[src/rtl/bcd_display_driver.sv]
// bcd_display_driver: sequential double-dabble binary-to-BCD converter driving eight active-low 7-seg digits
// Ports: clk, rst (sync, active-high); bin_in value to show, load start request;
//        busy (state != IDLE), done one-cycle pulse with outputs updated, ovf value above display range;
//        hex0..hex7 segments {g,f,e,d,c,b,a} active-low, hex0 = units, hex7 = most significant
module bcd_display_driver #(
   parameter int IN_W     = 27,
   parameter int DIGITS   = 8,
   parameter int MAX_VAL  = 99999999,
   parameter bit BLANK_LZ = 1'b1,
   parameter bit AUTO     = 1'b1
) (
   input  logic            clk,
   input  logic            rst,
   input  logic [IN_W-1:0] bin_in,
   input  logic            load,
   output logic            busy,
   output logic            done,
   output logic            ovf,
   output logic [6:0]      hex0,
   output logic [6:0]      hex1,
   output logic [6:0]      hex2,
   output logic [6:0]      hex3,
   output logic [6:0]      hex4,
   output logic [6:0]      hex5,
   output logic [6:0]      hex6,
   output logic [6:0]      hex7
);
   // one spare nibble: a full-width input can exceed the displayed digit count
   localparam int BN = DIGITS + 1;
   localparam int CW = $clog2(IN_W);
   localparam logic [1:0] IDLE = 2'd0, SHIFT = 2'd1, DONE = 2'd2;
   localparam logic [6:0] BLANK = 7'b1111111, ERR = 7'b0000110;
   localparam logic [IN_W-1:0] MAX = IN_W'(MAX_VAL);
   function automatic logic [6:0] enc(input logic [3:0] d);
      case (d)
         4'd0: enc = 7'b1000000;
         4'd1: enc = 7'b1111001;
         4'd2: enc = 7'b0100100;
         4'd3: enc = 7'b0110000;
         4'd4: enc = 7'b0011001;
         4'd5: enc = 7'b0010010;
         4'd6: enc = 7'b0000010;
         4'd7: enc = 7'b1111000;
         4'd8: enc = 7'b0000000;
         4'd9: enc = 7'b0010000;
         default: enc = BLANK;
      endcase
   endfunction
   logic [1:0]      state;
   logic [IN_W-1:0] sh, last_val;
   logic [4*BN-1:0] bcd, adj;
   logic [CW-1:0]   cnt;
   logic            last_valid, ovf_cap, start;
   logic [6:0]      seg [DIGITS];
   logic [6:0]      seg_n [DIGITS];
   assign busy = state != IDLE;
   assign start = load | (AUTO & (!last_valid | (bin_in != last_val)));
   assign {hex7, hex6, hex5, hex4, hex3, hex2, hex1, hex0} =
      {seg[7], seg[6], seg[5], seg[4], seg[3], seg[2], seg[1], seg[0]};
   always_comb begin
      for (int i = 0; i < BN; i++)
         adj[4*i+:4] = bcd[4*i+:4] >= 4'd5 ? bcd[4*i+:4] + 4'd3 : bcd[4*i+:4];
   end
   // walk from the top digit down; z stays set while every digit seen so far is zero
   always_comb begin
      logic z;
      z = 1'b1;
      for (int i = DIGITS - 1; i >= 0; i--) begin
         z = z & (bcd[4*i+:4] == 4'd0);
         seg_n[i] = ovf_cap ? (i == 0 ? ERR : BLANK)
                  : (BLANK_LZ && i != 0 && z) ? BLANK : enc(bcd[4*i+:4]);
      end
   end
   always_ff @(posedge clk) begin
      if (rst) begin
         state      <= IDLE;
         done       <= 1'b0;
         ovf        <= 1'b0;
         last_valid <= 1'b0;
         seg        <= '{default: BLANK};
      end else begin
         done <= 1'b0;
         case (state)
            IDLE: if (start) begin
               sh         <= bin_in;
               last_val   <= bin_in;
               last_valid <= 1'b1;
               bcd        <= '0;
               cnt        <= '0;
               ovf_cap    <= bin_in > MAX;
               state      <= SHIFT;
            end
            SHIFT: begin
               {bcd, sh} <= {adj[4*BN-2:0], sh, 1'b0};
               cnt       <= cnt + 1'b1;
               if (cnt == CW'(IN_W - 1)) state <= DONE;
            end
            DONE: begin
               seg   <= seg_n;
               ovf   <= ovf_cap;
               done  <= 1'b1;
               state <= IDLE;
            end
            default: state <= IDLE;
         endcase
      end
   end
endmodule
[config.mk]
export PLATFORM = sky130hd
export DESIGN_NAME = bcd_display_driver
export DESIGN_NICKNAME = d
export VERILOG_FILES = /design/src/rtl/bcd_display_driver.sv
export SDC_FILE = /design/constraint.sdc
export NUM_CORES = 1
export LEC_CHECK = 0
export CORE_MARGIN = 2
export CORE_UTILIZATION = 30
export CTS_CLUSTER_SIZE = 20
export DETAILED_ROUTE_END_ITERATION = 10
export PLACE_DENSITY = 0.55
export SETUP_SLACK_MARGIN = 0.15
export SYNTH_ARGS = -nofsm -noshare
export SYNTH_HDL_FRONTEND = slang
export SYNTH_SLANG_ARGS = --single-unit
export TNS_END_PERCENT = 1
[constraint.sdc]
create_clock -name clk -period 4.6 [get_ports clk]
set_input_delay 1.15 -clock clk [delete_from_list [all_inputs] [get_ports clk]]
set_output_delay 1.15 -clock clk [all_outputs]
set_load 0.005 [all_outputs]
==> Yosys cells after proc, flatten, opt, wreduce, memory -nomap -nowiden <==
Memories as Yosys holds them, arrays and structs flattened. A register that Yosys moved wholly into a read port is not among the register bits.
Cells that the tools add are included.
{ "classes": {"n_reduce_logical": 15, "n_addsub": 10, "magnitude_cmp": 10, "eq_ne": 6, "n_bitwise": 9, "mux": 42} }
{ "op_table": {"columns": ["cell", "n"], "rows": [
  ["7-bit 2-to-1 mux", 15],
  ["36-bit case mux with 2 select lines", 1],
  ["4-bit 2-to-1 mux", 16],
  ["27-bit case mux with 2 select lines", 1],
  ["4-bit by 3-bit greater-or-equal comparator with 1-bit output, second input constant", 9],
  ["36-bit 2-to-1 mux", 1],
  ["4-bit by 2-bit adder with 4-bit output, second input constant", 8],
  ["4-bit zero test", 7],
  ["27-bit greater-than comparator, second input constant", 1],
  ["27-bit 2-to-1 mux", 1],
  ["27-bit inequality test", 1],
  ["5-bit case mux with 2 select lines", 1],
  ["1-bit bitwise AND", 6],
  ["3-bit AND reduction", 2],
  ["5-bit by 1-bit adder with 5-bit output, second input constant", 1],
  ["5-bit equality test, second input constant", 1],
  ["5-bit 2-to-1 mux", 1],
  ["2-bit 2-to-1 mux", 2],
  ["2-bit inequality test, second input constant", 2],
  ["2-bit case mux with 2 select lines", 1],
  ["2-bit AND reduction", 2],
  ["2-bit nonzero test", 2],
  ["3-bit by 2-bit adder with 3-bit output, second input constant", 1],
  ["3-bit 2-to-1 mux", 1],
  ["7 further kinds", 8]
]} }
{ "totals": {"reg_bits": 157, "n_memories": 8, "output_inout_bits": 59, "mem_bits_ro": 896, "wordCells": 117, "inputBits": 30} }
{ "mem_list": {"columns": ["memory", "depth", "word_bits", "read_ports", "rd_ports_with_merged_regs", "wr", "line_no", "source"], "rows": [
  ["(name not given)", 16, 7, 1, 1, 0, "35", "case (d)"],
  ["(name not given)", 16, 7, 1, 1, 0, "35", null],
  ["(name not given)", 16, 7, 1, 1, 0, "35", null],
  ["(name not given)", 16, 7, 1, 1, 0, "35", null],
  ["(name not given)", 16, 7, 1, 1, 0, "35", null],
  ["(name not given)", 16, 7, 1, 1, 0, "35", null],
  ["+2 memories", null, null, null, null, null, null, null]
]} }

==> Longest topological paths before layout <==
{ "depth": {"ltp_word": 9, "mapped_depth": 13} }

==> Worst setup path before layout <==
OpenSTA, ideal clock, no wires.
{ "synth_path": {"kind": "input-to-reg", "startpoint": "input port bin_in[4]", "endpoint": "register (tool-made name)", "path_stages": 12, "path_slack_ns": 0.564, "arrival_ns": 3.915, "t_required_ns": 4.479, "cell_sequence": "xnor2_1 > nand4_1 > nor4_4 > a211o_2 > inv_1 > buf_2 > a21boi_1 > inv_1 > ha_1 > inv_1 > or2_2 > mux2_2"} }
{ "synth_lines": {"columns": ["element", "line_no", "source"], "rows": [
  ["from (decl)", "14", "input logic [IN_W-1:0] bin_in,"]
]} }

==> flow_metrics.py <==
metrics = {
    "status": {
        "outcome": "completed",
    },
    "cts": {
        "clkLatencyLatePin_ps": 530,
        "cts_tree": "yes",
        "ctsRootBufferMaster": "clkbuf_16",
        "ctsResizeCount": 0,
        "htreeDepth": 1,
        "clock_path_buffers": 3,
        "cts_sinks": 209,
        "cts.clk_slew.worst_paths_ps": 60,
        "cts_made_buffers": 25,
        "cts.hold.buffers_added": 0,
        "cts_setup_buffers": 0,
    },
    "global_routing": {
        "antenna_found_initial": 0,
        "grt_pass1_wl_mm": 37.7,
        "grt_max_degree": 58,
        "grt_overflow_total": 0,
        "grt_pass1_vias": 7568,
        "grt_use_total_pct": 12.7,
    },
    "floorplan": {
        "initial_core_util_pct": 30.6,
        "io_pins": 89,
        "core_area_mm2": 0.0336,
        "die_x_um": 189,
        "row_count": 67,
        "dieArea_mm2": 0.0357,
        "fp.dieH_um": 189,
    },
    "finish": {
        "final_common_cell": "nand2_1",
        "drive_gt1_share_pct": 9.75,
        "fill_cells": 3331,
        "regArea_mm2": 0.00510,
        "antenna_cells": 0,
        "nets": 1236,
        "multi_input_area_mm2": 0.00475,
        "syn_to_final_growth_pct": 22.1,
        "final_cell_mix": "nand2_1 (203), dfxtp_1 (117), edfxtp_1 (92)",
        "final_cell_count_no_fill": 1607,
    },
    "routing": {
        "drt_wl_total_mm": 22.8,
        "drt-initial-drc-count": 246,
        "via_per_inst": 4.63,
        "dr_total_vias": 7436,
        "drtPass1Iterations": 4,
        "remaining_drc_errors": 0,
        "routedWlPerCell_um": 14.2,
        "ant_nets": 0,
    },
    "place": {
        "dpl.hpwl_mm": 16.2,
        "dp.cells": 1562,
        "gp_congestion": 0.804,
        "numPortBuffers": 88,
    },
    "setup_path": {
        "path_delay_family": "simple AND/OR/NAND/NOR gates",
        "start_kind": "input pin",
        "path_cells": "clkdlybuf4s50_1 -> xnor2_1 -> nand4_1 -> nor4_4 -> a211o_2 -> buf_4 -> nand2_1 -> a21boi_1 -> inv_1 -> ha_1 -> inv_1 -> or2_2 -> mux2_2",
        "r2r_slack_ps": 1670,
        "startpoint": "bin_in[22]",
        "r2r_cells": 12,
        "regToRegStartpoint": "last_val[22]",
        "cp_common_cell": "inv_1",
        "cp_num_buf_inv": 4,
        "slowest_stage": "clkdlybuf4s50_1",
        "crit_path_end_kind": "flip-flop",
        "cpPeakStageDelay_ps": 470,
        "path_depth": 13,
        "critPathRequiredTime_ps": 5010,
        "worst-endpoint-arrival_ps": 4070,
        "crit_fanout": 19,
        "path_class": "input pin to flip-flop",
    },
    "synth": {
        "synth_fp_nets": 1150,
        "syn_area_per_cell_um2": 9.74,
        "yosys_warnings": 0,
        "syn_area_mm2": 0.0103,
        "synth_top_cell_area_share_pct": 26.9,
        "synth_cell_types": 58,
        "syn_inst": 1055,
        "async_reset_ff_share_pct": 0,
        "synth-main-ff-cell": "dfxtp_1",
        "synth_area_leader_cell": "edfxtp_1",
        "synth_enable_flop_cells": 92,
        "synthTopCellsByArea": "edfxtp_1 (27%), dfxtp_1 (23%), ha_1 (7.9%), nand2_1 (7.4%), xnor2_1 (3.3%)",
        "yosysSeqAreaShare_pct": 49.7,
        "ys_seq_elements": 209,
    },
    "power": {
        "intPower_mw": 3.88,
        "power_frac_seq_pct": 43.5,
        "vdd_ir_drop_max_mv": 0.281,
        "power_mw": 5.36,
        "p_sw_mw": 1.48,
        "p_leak_nw": 5.04,
        "comb_power_share_pct": 18.5,
        "p_clk_share_pct": 38.0,
        "power.density_mw_per_mm2": 427,
        "switching_share_pct": 27.6,
    },
    "sta": {
        "rsz0062_at_grt": "false",
        "timing.final.crit_share_pct": 79.7,
        "fin_crit_ps": 3660,
        "fin_skew_ps": 13.7,
        "slew_violations": 0,
        "worstMarginPinSlew_ps": 982,
        "max-slew-margin-rel_pct": 34.5,
        "holdWs_ps": 436,
        "setup_tns_ps": 0,
        "hold_viol_final": 0,
        "setup_violations": 0,
        "fmax_mhz": 273,
    },
    "run": {
        "cap_violations": 0,
    },
    "worst_hold_path": {
        "min_delay_path_depth": 2,
        "holdCritPathClass": "flip-flop to flip-flop",
    },
}
[synthesized netlist by cell type, drive strengths merged (23+ instances only)]
cell type,count
o22ai,49
nor2,65
ha,65
clkbuf,23
inv,54
a21oi,52
buf,26
o21ai,56
mux2i,23
nand2,203
xnor2,39
dfxtp,117
edfxtp,92
[power by group through the flow]
| stage | clock network [mW] | registers, mW | logic (mW) |
|---|---|---|---|
| floorplan | 0 | 2.32 | 0.773 |
| global placement | 0 | 2.37 | 0.987 |
| detailed placement | 0 | 2.37 | 1.00 |
| CTS | 2.09 | 2.33 | 1.01 |
| global route | 2.18 | 2.36 | 1.14 |
| finish | 2.04 | 2.33 | 0.992 |
[tightest hold or removal path: stages (launching register included)]
cell,delay (ps)
dfxtp_1,300
o22ai_1,50
nand2_1,50
[path summary, 6_finish.rpt]
kind,to
min reg2reg,hex7[4]
min,hex7[4]
max reg2reg,flip-flop
max,flip-flop
[area by class of cell]
class	instances	share of cell area, %
Clock inverter	8	0.589
Tap cell	448	4.47
Timing Repair Buffer	108	8.42
Sequential cell	209	40.7
Multi-Input combinational cell	743	37.9
Inverter	54	1.62
Clock buffer	37	6.34
[stage by stage]
step	utilization, %	setup WS [ps]	cell area, um2
after global routing	37.3	686	12500
final	37.3	935	12500
after floorplan	-	564	10300
after CTS	37.3	907	12500
after global placement	34.7	444	11700
after detailed placement	34.7	368	11700
[routing by layer]
| metal | track usage [%] | share of wire (%) | up-vias |
|---|---|---|---|
| met4 | 3.28 | 2.0 | 0 |
| met1 | 16.4 | 47 | 3462 |
| met5 | 0 | 0 | - |
| li1 | - | - | 3818 |
| met2 | 22.0 | 46 | 121 |
| met3 | 2.37 | 4.9 | 35 |
[cell families after synthesis]
kind of cell / synth area share (%)
compound gates: 13.2
xor+xnor: 4.26
fa+ha+maj: 7.92
buf+inv: 4.26
flops: 49.7
mux: 4.00
simple gates: 16.6
(Power assumes the default switching activity.)
